**config.mk**
```make
export PLATFORM = sky130hd
export DESIGN_NAME = unidade_controle_multiciclo_flat
export DESIGN_NICKNAME = d
export VERILOG_FILES = /design/src/rtl/unidade_controle_multiciclo_if.sv /design/src/rtl/unidade_controle_multiciclo.sv /design/src/flat_wrapper.sv
export SDC_FILE = /design/constraint.sdc
export NUM_CORES = 1
export LEC_CHECK = 0
export CAP_MARGIN = 25
export CORE_ASPECT_RATIO = 2
export CORE_MARGIN = 5
export CORE_UTILIZATION = 25
export CTS_BUF_LIST = sky130_fd_sc_hd__clkbuf_2
export DETAILED_ROUTE_END_ITERATION = 16
export SYNTH_ARGS = -nofsm -noshare
export SYNTH_HDL_FRONTEND = slang
export SYNTH_SLANG_ARGS = --single-unit
```
**constraint.sdc**
```tcl
create_clock -name clock -period 2.3 [get_ports clock]
set_input_delay 0.46 -clock clock [delete_from_list [all_inputs] [get_ports clock]]
set_output_delay 0.46 -clock clock [all_outputs]
set_load 0.005 [all_outputs]
```
**src/rtl/unidade_controle_multiciclo_if.sv**
```systemverilog
`default_nettype none
// ============================================================================
// Module      : unidade_controle_multiciclo_if
// Description : Control-unit <-> datapath/memory bundle (instruction, flags,
//               memory handshake and every control strobe).
// Revision    : 1.0 - initial release
// ============================================================================
interface unidade_controle_multiciclo_if;
    logic [31:0] instrucao;
    logic        zero;
    logic        mem_pronta;
    logic [3:0]  operacao_ula;
    logic [1:0]  seletor_a;
    logic [1:0]  seletor_b;
    logic        le_mem;
    logic        escreve_mem;
    logic        endereco_de_pc;
    logic        escreve_ir;
    logic        escreve_pc;
    logic        escreve_pc_cond;
    logic        escreve_reg;
    logic        seletor_escrita;

    modport master (
        input  instrucao, zero, mem_pronta,
        output operacao_ula, seletor_a, seletor_b, le_mem, escreve_mem,
               endereco_de_pc, escreve_ir, escreve_pc, escreve_pc_cond,
               escreve_reg, seletor_escrita
    );

    modport slave (
        output instrucao, zero, mem_pronta,
        input  operacao_ula, seletor_a, seletor_b, le_mem, escreve_mem,
               endereco_de_pc, escreve_ir, escreve_pc, escreve_pc_cond,
               escreve_reg, seletor_escrita
    );
endinterface
`default_nettype wire

```
**src/rtl/unidade_controle_multiciclo.sv**
```systemverilog
`default_nettype none
// ============================================================================
// Module      : unidade_controle_multiciclo
// Description : Multicycle RISC-V control FSM (lh, sh, sub, or, andi, srl, beq)
//               with memory-ready handshake, wait timeout and retire counter.
// Revision    : 1.0 - initial release
// ============================================================================
module unidade_controle_multiciclo #(
    parameter int LARGURA_CONTADOR = 32,
    parameter int LIMITE_ESPERA    = 255
) (
    input  wire logic                        clock,
    input  wire logic                        reset,
    unidade_controle_multiciclo_if.master    bus,
    output logic                             instrucao_invalida,
    output logic                             erro_memoria,
    output logic [2:0]                       estado,
    output logic [LARGURA_CONTADOR-1:0]      contador_instrucoes
);
    localparam int ESPERA_W = (LIMITE_ESPERA > 0) ? $clog2(LIMITE_ESPERA + 1) : 1;

    localparam logic [3:0] C_SOMA = 4'b0000;
    localparam logic [3:0] C_SUB  = 4'b0001;
    localparam logic [3:0] C_AND  = 4'b0010;
    localparam logic [3:0] C_OR   = 4'b0011;
    localparam logic [3:0] C_SRL  = 4'b0100;

    typedef enum logic [2:0] {
        INICIO     = 3'd0,
        BUSCA      = 3'd1,
        DECODIFICA = 3'd2,
        EXECUTA    = 3'd3,
        MEMORIA    = 3'd4,
        ESCRITA    = 3'd5
    } estado_t;

    estado_t                     estado_q, estado_d;
    logic [ESPERA_W-1:0]         espera_q, espera_d;
    logic [LARGURA_CONTADOR-1:0] contador_q, contador_d;
    logic                        invalida_q, invalida_d;
    logic                        erro_q, erro_d;

    logic [6:0] w_opcode;
    logic [2:0] w_funct3;
    logic [6:0] w_funct7;
    logic w_eh_lh, w_eh_sh, w_eh_sub, w_eh_or, w_eh_srl, w_eh_andi, w_eh_beq;
    logic w_suportada, w_esperando, w_timeout;

    assign w_opcode  = bus.instrucao[6:0];
    assign w_funct3  = bus.instrucao[14:12];
    assign w_funct7  = bus.instrucao[31:25];
    assign w_eh_lh   = (w_opcode == 7'b0000011) && (w_funct3 == 3'b001);
    assign w_eh_sh   = (w_opcode == 7'b0100011) && (w_funct3 == 3'b001);
    assign w_eh_sub  = (w_opcode == 7'b0110011) && (w_funct3 == 3'b000) && (w_funct7 == 7'b0100000);
    assign w_eh_or   = (w_opcode == 7'b0110011) && (w_funct3 == 3'b110) && (w_funct7 == 7'b0000000);
    assign w_eh_srl  = (w_opcode == 7'b0110011) && (w_funct3 == 3'b101) && (w_funct7 == 7'b0000000);
    assign w_eh_andi = (w_opcode == 7'b0010011) && (w_funct3 == 3'b111);
    assign w_eh_beq  = (w_opcode == 7'b1100011) && (w_funct3 == 3'b000);
    assign w_suportada = w_eh_lh | w_eh_sh | w_eh_sub | w_eh_or | w_eh_srl | w_eh_andi | w_eh_beq;

    // Timeout fires in the cycle the wait count has reached the limit; requests are suppressed then.
    assign w_esperando = ((estado_q == BUSCA) || (estado_q == MEMORIA)) && !bus.mem_pronta;
    assign w_timeout   = (LIMITE_ESPERA != 0) && w_esperando &&
                         (espera_q == ESPERA_W'(LIMITE_ESPERA));

    always_comb begin
        estado_d            = estado_q;
        espera_d            = espera_q;
        contador_d          = contador_q;
        invalida_d          = 1'b0;
        erro_d              = 1'b0;
        bus.operacao_ula    = C_SOMA;
        bus.seletor_a       = 2'b00;
        bus.seletor_b       = 2'b00;
        bus.le_mem          = 1'b0;
        bus.escreve_mem     = 1'b0;
        bus.endereco_de_pc  = 1'b0;
        bus.escreve_ir      = 1'b0;
        bus.escreve_pc      = 1'b0;
        bus.escreve_pc_cond = 1'b0;
        bus.escreve_reg     = 1'b0;
        bus.seletor_escrita = 1'b0;

        case (estado_q)
            INICIO: estado_d = BUSCA;
            BUSCA: begin
                bus.seletor_b = 2'b01;
                if (w_timeout) begin
                    erro_d = 1'b1;
                end else begin
                    bus.le_mem         = 1'b1;
                    bus.endereco_de_pc = 1'b1;
                    if (bus.mem_pronta) begin
                        bus.escreve_ir = 1'b1;
                        bus.escreve_pc = 1'b1;
                        estado_d       = DECODIFICA;
                    end
                end
            end
            DECODIFICA: begin
                bus.seletor_a = 2'b10;
                bus.seletor_b = 2'b10;
                if (w_suportada) begin
                    estado_d = EXECUTA;
                end else begin
                    invalida_d = 1'b1;
                    estado_d   = BUSCA;
                end
            end
            EXECUTA: begin
                bus.seletor_a = 2'b01;
                estado_d      = ESCRITA;
                if (w_eh_lh || w_eh_sh) begin
                    bus.seletor_b = 2'b10;
                    estado_d      = MEMORIA;
                end else if (w_eh_sub) begin
                    bus.operacao_ula = C_SUB;
                end else if (w_eh_or) begin
                    bus.operacao_ula = C_OR;
                end else if (w_eh_srl) begin
                    bus.operacao_ula = C_SRL;
                end else if (w_eh_andi) begin
                    bus.seletor_b    = 2'b10;
                    bus.operacao_ula = C_AND;
                end else if (w_eh_beq) begin
                    bus.operacao_ula    = C_SUB;
                    bus.escreve_pc_cond = 1'b1;
                    estado_d            = BUSCA;
                    contador_d          = contador_q + LARGURA_CONTADOR'(1);
                end else begin
                    estado_d = BUSCA;
                end
            end
            MEMORIA: begin
                if (w_timeout) begin
                    erro_d   = 1'b1;
                    estado_d = BUSCA;
                end else if (w_eh_lh) begin
                    bus.le_mem = 1'b1;
                    if (bus.mem_pronta) estado_d = ESCRITA;
                end else if (w_eh_sh) begin
                    bus.escreve_mem = 1'b1;
                    if (bus.mem_pronta) begin
                        estado_d   = BUSCA;
                        contador_d = contador_q + LARGURA_CONTADOR'(1);
                    end
                end else begin
                    estado_d = BUSCA;
                end
            end
            ESCRITA: begin
                bus.escreve_reg     = 1'b1;
                bus.seletor_escrita = w_eh_lh;
                estado_d            = BUSCA;
                contador_d          = contador_q + LARGURA_CONTADOR'(1);
            end
            default: estado_d = INICIO;
        endcase

        if ((LIMITE_ESPERA != 0) && w_esperando && !w_timeout)
            espera_d = espera_q + 1'b1;
        if ((estado_d != estado_q) || w_timeout)
            espera_d = '0;
    end

    always_ff @(posedge clock or posedge reset) begin
        if (reset) begin
            estado_q   <= INICIO;
            espera_q   <= '0;
            contador_q <= '0;
            invalida_q <= 1'b0;
            erro_q     <= 1'b0;
        end else begin
            estado_q   <= estado_d;
            espera_q   <= espera_d;
            contador_q <= contador_d;
            invalida_q <= invalida_d;
            erro_q     <= erro_d;
        end
    end

    assign estado              = estado_q;
    assign contador_instrucoes = contador_q;
    assign instrucao_invalida  = invalida_q;
    assign erro_memoria        = erro_q;
endmodule
`default_nettype wire
```
**src/flat_wrapper.sv**
```systemverilog
// flat-port wrapper written by rule: the top's interface ports become plain ports
module unidade_controle_multiciclo_flat 
#(
    parameter int LARGURA_CONTADOR = 32,
    parameter int LIMITE_ESPERA    = 255
)
  (clock, reset, instrucao_invalida, erro_memoria, estado, contador_instrucoes, bus_instrucao, bus_zero, bus_mem_pronta, bus_operacao_ula, bus_seletor_a, bus_seletor_b, bus_le_mem, bus_escreve_mem, bus_endereco_de_pc, bus_escreve_ir, bus_escreve_pc, bus_escreve_pc_cond, bus_escreve_reg, bus_seletor_escrita);
  unidade_controle_multiciclo_if bus_i ();
  input  wire logic clock;
  input  wire logic reset;
  output logic instrucao_invalida;
  output logic erro_memoria;
  output logic [2:0] estado;
  output logic [LARGURA_CONTADOR-1:0] contador_instrucoes;
  input wire logic [$bits(bus_i.instrucao)-1:0] bus_instrucao;
  input wire logic [$bits(bus_i.zero)-1:0] bus_zero;
  input wire logic [$bits(bus_i.mem_pronta)-1:0] bus_mem_pronta;
  output wire logic [$bits(bus_i.operacao_ula)-1:0] bus_operacao_ula;
  output wire logic [$bits(bus_i.seletor_a)-1:0] bus_seletor_a;
  output wire logic [$bits(bus_i.seletor_b)-1:0] bus_seletor_b;
  output wire logic [$bits(bus_i.le_mem)-1:0] bus_le_mem;
  output wire logic [$bits(bus_i.escreve_mem)-1:0] bus_escreve_mem;
  output wire logic [$bits(bus_i.endereco_de_pc)-1:0] bus_endereco_de_pc;
  output wire logic [$bits(bus_i.escreve_ir)-1:0] bus_escreve_ir;
  output wire logic [$bits(bus_i.escreve_pc)-1:0] bus_escreve_pc;
  output wire logic [$bits(bus_i.escreve_pc_cond)-1:0] bus_escreve_pc_cond;
  output wire logic [$bits(bus_i.escreve_reg)-1:0] bus_escreve_reg;
  output wire logic [$bits(bus_i.seletor_escrita)-1:0] bus_seletor_escrita;
  assign bus_i.instrucao = bus_instrucao;
  assign bus_i.zero = bus_zero;
  assign bus_i.mem_pronta = bus_mem_pronta;
  assign bus_operacao_ula = bus_i.operacao_ula;
  assign bus_seletor_a = bus_i.seletor_a;
  assign bus_seletor_b = bus_i.seletor_b;
  assign bus_le_mem = bus_i.le_mem;
  assign bus_escreve_mem = bus_i.escreve_mem;
  assign bus_endereco_de_pc = bus_i.endereco_de_pc;
  assign bus_escreve_ir = bus_i.escreve_ir;
  assign bus_escreve_pc = bus_i.escreve_pc;
  assign bus_escreve_pc_cond = bus_i.escreve_pc_cond;
  assign bus_escreve_reg = bus_i.escreve_reg;
  assign bus_seletor_escrita = bus_i.seletor_escrita;
  unidade_controle_multiciclo #(.LARGURA_CONTADOR(LARGURA_CONTADOR), .LIMITE_ESPERA(LIMITE_ESPERA)) u_core (.clock(clock), .reset(reset), .bus(bus_i), .instrucao_invalida(instrucao_invalida), .erro_memoria(erro_memoria), .estado(estado), .contador_instrucoes(contador_instrucoes));
endmodule
```
==> flow_metrics.py <==
metrics = {
    "routing": {
        "wl_per_cell_um": 16.2,
        "num_vias": 2679,
        "avgViaCountPerCell": 4.84,
        "drtPass1Iterations": 4,
        "routed_wl_um": 8950,
        "drc_errors": 0,
        "ant_nets": 0,
        "drt_iter0_markers": 58,
    },
    "critical_path": {
        "crit_fanout": 4,
        "r2r-start": "u_core.estado[0]",
        "worstReg2RegEnd": "u_core.contador_instrucoes[16]",
        "crit_type": "reg -> out",
        "startpoint": "u_core.estado[2]",
        "start_kind": "register",
        "r2r_cells": 9,
        "crit_arrival_ns": 1.97,
        "critPathCaptureType": "primary output",
        "worstPathRequired_ns": 1.84,
        "rrSetupSlack_ns": 0.17,
    },
    "synthesis": {
        "synth_area_mm2": 0.00273,
        "yosys.area.top_type_share_pct": 41.2,
        "ys_ff_latch": 45,
        "synth_area_per_cell_um2": 10.0,
        "synthArstFlopShare_pct": 100,
        "synth_edf_count": 0,
        "synth_nets": 311,
        "yosysSeqAreaShare_pct": 41.2,
        "yosysWarnings": 0,
        "ys.flop_type": "dfrtp_1",
        "synth.distinct_cells": 54,
        "synth_top_area_cell": "dfrtp_1",
        "netlist_top_cells_area": "dfrtp_1, xor2_1, xnor2_1",
        "syn_inst": 273,
    },
    "die": {
        "dieWidth_um": 83.9,
        "die_h_um": 158,
        "initial_core_util_pct": 25.3,
        "rows": 54,
        "core_area_mm2": 0.0108,
        "ios": 89,
        "die-area_mm2": 0.0132,
    },
    "cts": {
        "cts_buffer_depth": 2,
        "cts_buffers": 5,
        "root_buffer": "clkbuf_2",
        "holdBufCountCts": 0,
        "clock_sinks": 45,
        "htreeDepth": 2,
        "cts_tree": "built",
        "cts.clk_slew.worst_paths_ns": 0.26,
        "clk-insertion-delay-late_ns": 0.44,
    },
    "hold_path": {
        "hold_class": "in -> async",
    },
    "power_and_ir_drop": {
        "ir_drop_v": 0.000360,
        "p_leak_uw": 0.00195,
        "power_density_mw_per_mm2": 396,
    },
    "sta": {
        "fin_crit_ns": 2.43,
        "hold_viol_final": 0,
        "clock-skew-final_ns": 0.0356,
        "post-route-period-util_pct": 106,
        "drv_slew": 0,
        "layout_setup_ws_ns": -0.131,
        "setup_violations": 3,
        "fmax_mhz": 411,
        "rsz0062_at_grt": "true",
    },
    "outcome": {
        "failed_checks": "negative setup slack",
        "outcome": "finished, violations left",
    },
    "placement": {
        "dp_hpwl_um": 6670,
        "port_buffers": 71,
        "placed_cells": 517,
        "place_congestion": 0.876,
    },
    "layout": {
        "nNetsFinal": 449,
        "syn_to_final_growth_pct": 56.9,
        "drive_gt1_share_pct": 35.2,
        "post-route-util_pct": 39.7,
        "stdcell_count": 553,
    },
    "grt": {
        "overflow": 0,
        "grt.total_usage_pct": 13.4,
        "grt_max_degree": 22,
        "grt_pass1_wl_um": 14100,
        "antenna_found_initial": 1,
        "grt_pass1_vias": 2833,
    },
    "flow_run": {
        "cap_violations": 0,
    },
}
through the flow:
step	TNS [ns]	hold slack, ns	worst slack [ns]	area, um^2	power (uW)
global route	-0.764	0.296	-0.230	4290	1790
global placement	-5.70	0.464	-0.555	3900	1290
detailed placement	-7.12	0.460	-0.655	3900	1300
finish	-0.268	0.294	-0.131	4290	1700
floorplan	0	0.465	0.315	2730	1050
CTS	-0.147	0.292	-0.110	4140	1690
Yosys cell counts, types with 2 or more instances:
cell type	n
or3_1	2
nor3_2	4
a21o_1	4
buf_6	2
nor3_1	23
inv_1	4
nor2_1	13
nor3_4	2
xnor2_1	18
a211oi_1	2
mux2i_1	2
nand4_1	14
buf_2	4
ha_1	2
nor4_4	3
nand2_2	3
and2_1	2
o21ai_0	3
a32oi_1	2
nor4b_1	3
clkbuf_1	4
buf_4	3
a21oi_1	5
nand2_1	23
nand3_1	18
and3_1	4
nand2b_1	4
and3b_1	2
nor3b_1	2
dfrtp_1	45
xor2_1	19
nor4_2	9
nor4_1	2
timing repair:
item / CTS / global route
resized for setup: 83 / 20
buffers inserted: 16 / 11
endpoints found under the setup margin: 15 / 11
pin swaps: 15 / 9
metal layers:
layer  GRT usage, %  up-vias  share of wire, %
li1               -     1255                 -
met3           1.56       28               4.1
met2           28.0      104                59
met4           7.06        0               4.5
met5              0        -                 0
met1           12.2     1292                32
power breakdown:
group	switching [uW]	total, uW	internal [uW]
clock	276	348	72.1
sequential	59.4	886	826
combinational	212	462	251
cell type report:
class / count / area, um^2
tap: 140 / 175
fill: 1103 / 6520
clock buffer: 5 / 25.0
inverter: 5 / 18.8
multi-input combinational: 210 / 1650
timing repair buffer: 144 / 1270
antenna: 1 / 2.50
sequential: 45 / 1130
clock inverter: 3 / 17.5
worst max path at each step:
stage,cells after the start,end
detailed placement,6,bus_escreve_mem
CTS,6,bus_le_mem
global route,6,bus_le_mem
finish,6,bus_le_mem
global placement,8,bus_operacao_ula[1]
floorplan,4,bus_escreve_mem
state kept, by name, summed over array words and instances, names as in the netlist:
| register | flops |
|---|---|
| u_core.espera_q | 8 |
| u_core.instrucao_invalida | 1 |
| u_core.erro_memoria | 1 |
| u_core.contador_instrucoes | 32 |
| u_core.estado | 3 |
critical path, cell delays in order, from the launching register on:
cell and delay (ns):
dfrtp_2 0.50, nand2b_4 0.17, a211o_4 0.34, nor4_4 0.20, buf_4 0.17, nor3_2 0.03
buf_2 0.12
layout by cell type (no fill, tap or decap), drive strengths merged, types with 14 or more instances in the layout:
cell type | synthesis | final
nor4 | 14 | 14
nand2 | 26 | 26
xnor2 | 18 | 18
nand3 | 18 | 18
buf | 9 | 80
dfrtp | 45 | 45
nor3 | 29 | 29
xor2 | 19 | 19
clkdlybuf4s50 | 0 | 43
nand4 | 15 | 15
cell families (layout without fill, tap and decap cells):
family	count (synthesis)	count (layout)	share of synthesized area (%)
AOI/OAI and AO/OA	23	23	6.09
xor gates and xnor gates	37	37	11.9
adders and majority gates	2	2	0.916
buffers and inverters	18	157	3.62
DFF	45	45	41.2
muxes	2	2	0.733
other	1	2	0.137
and+or+nand+nor	145	145	35.4
No activity file was read; power rests on OpenSTA's default activity.
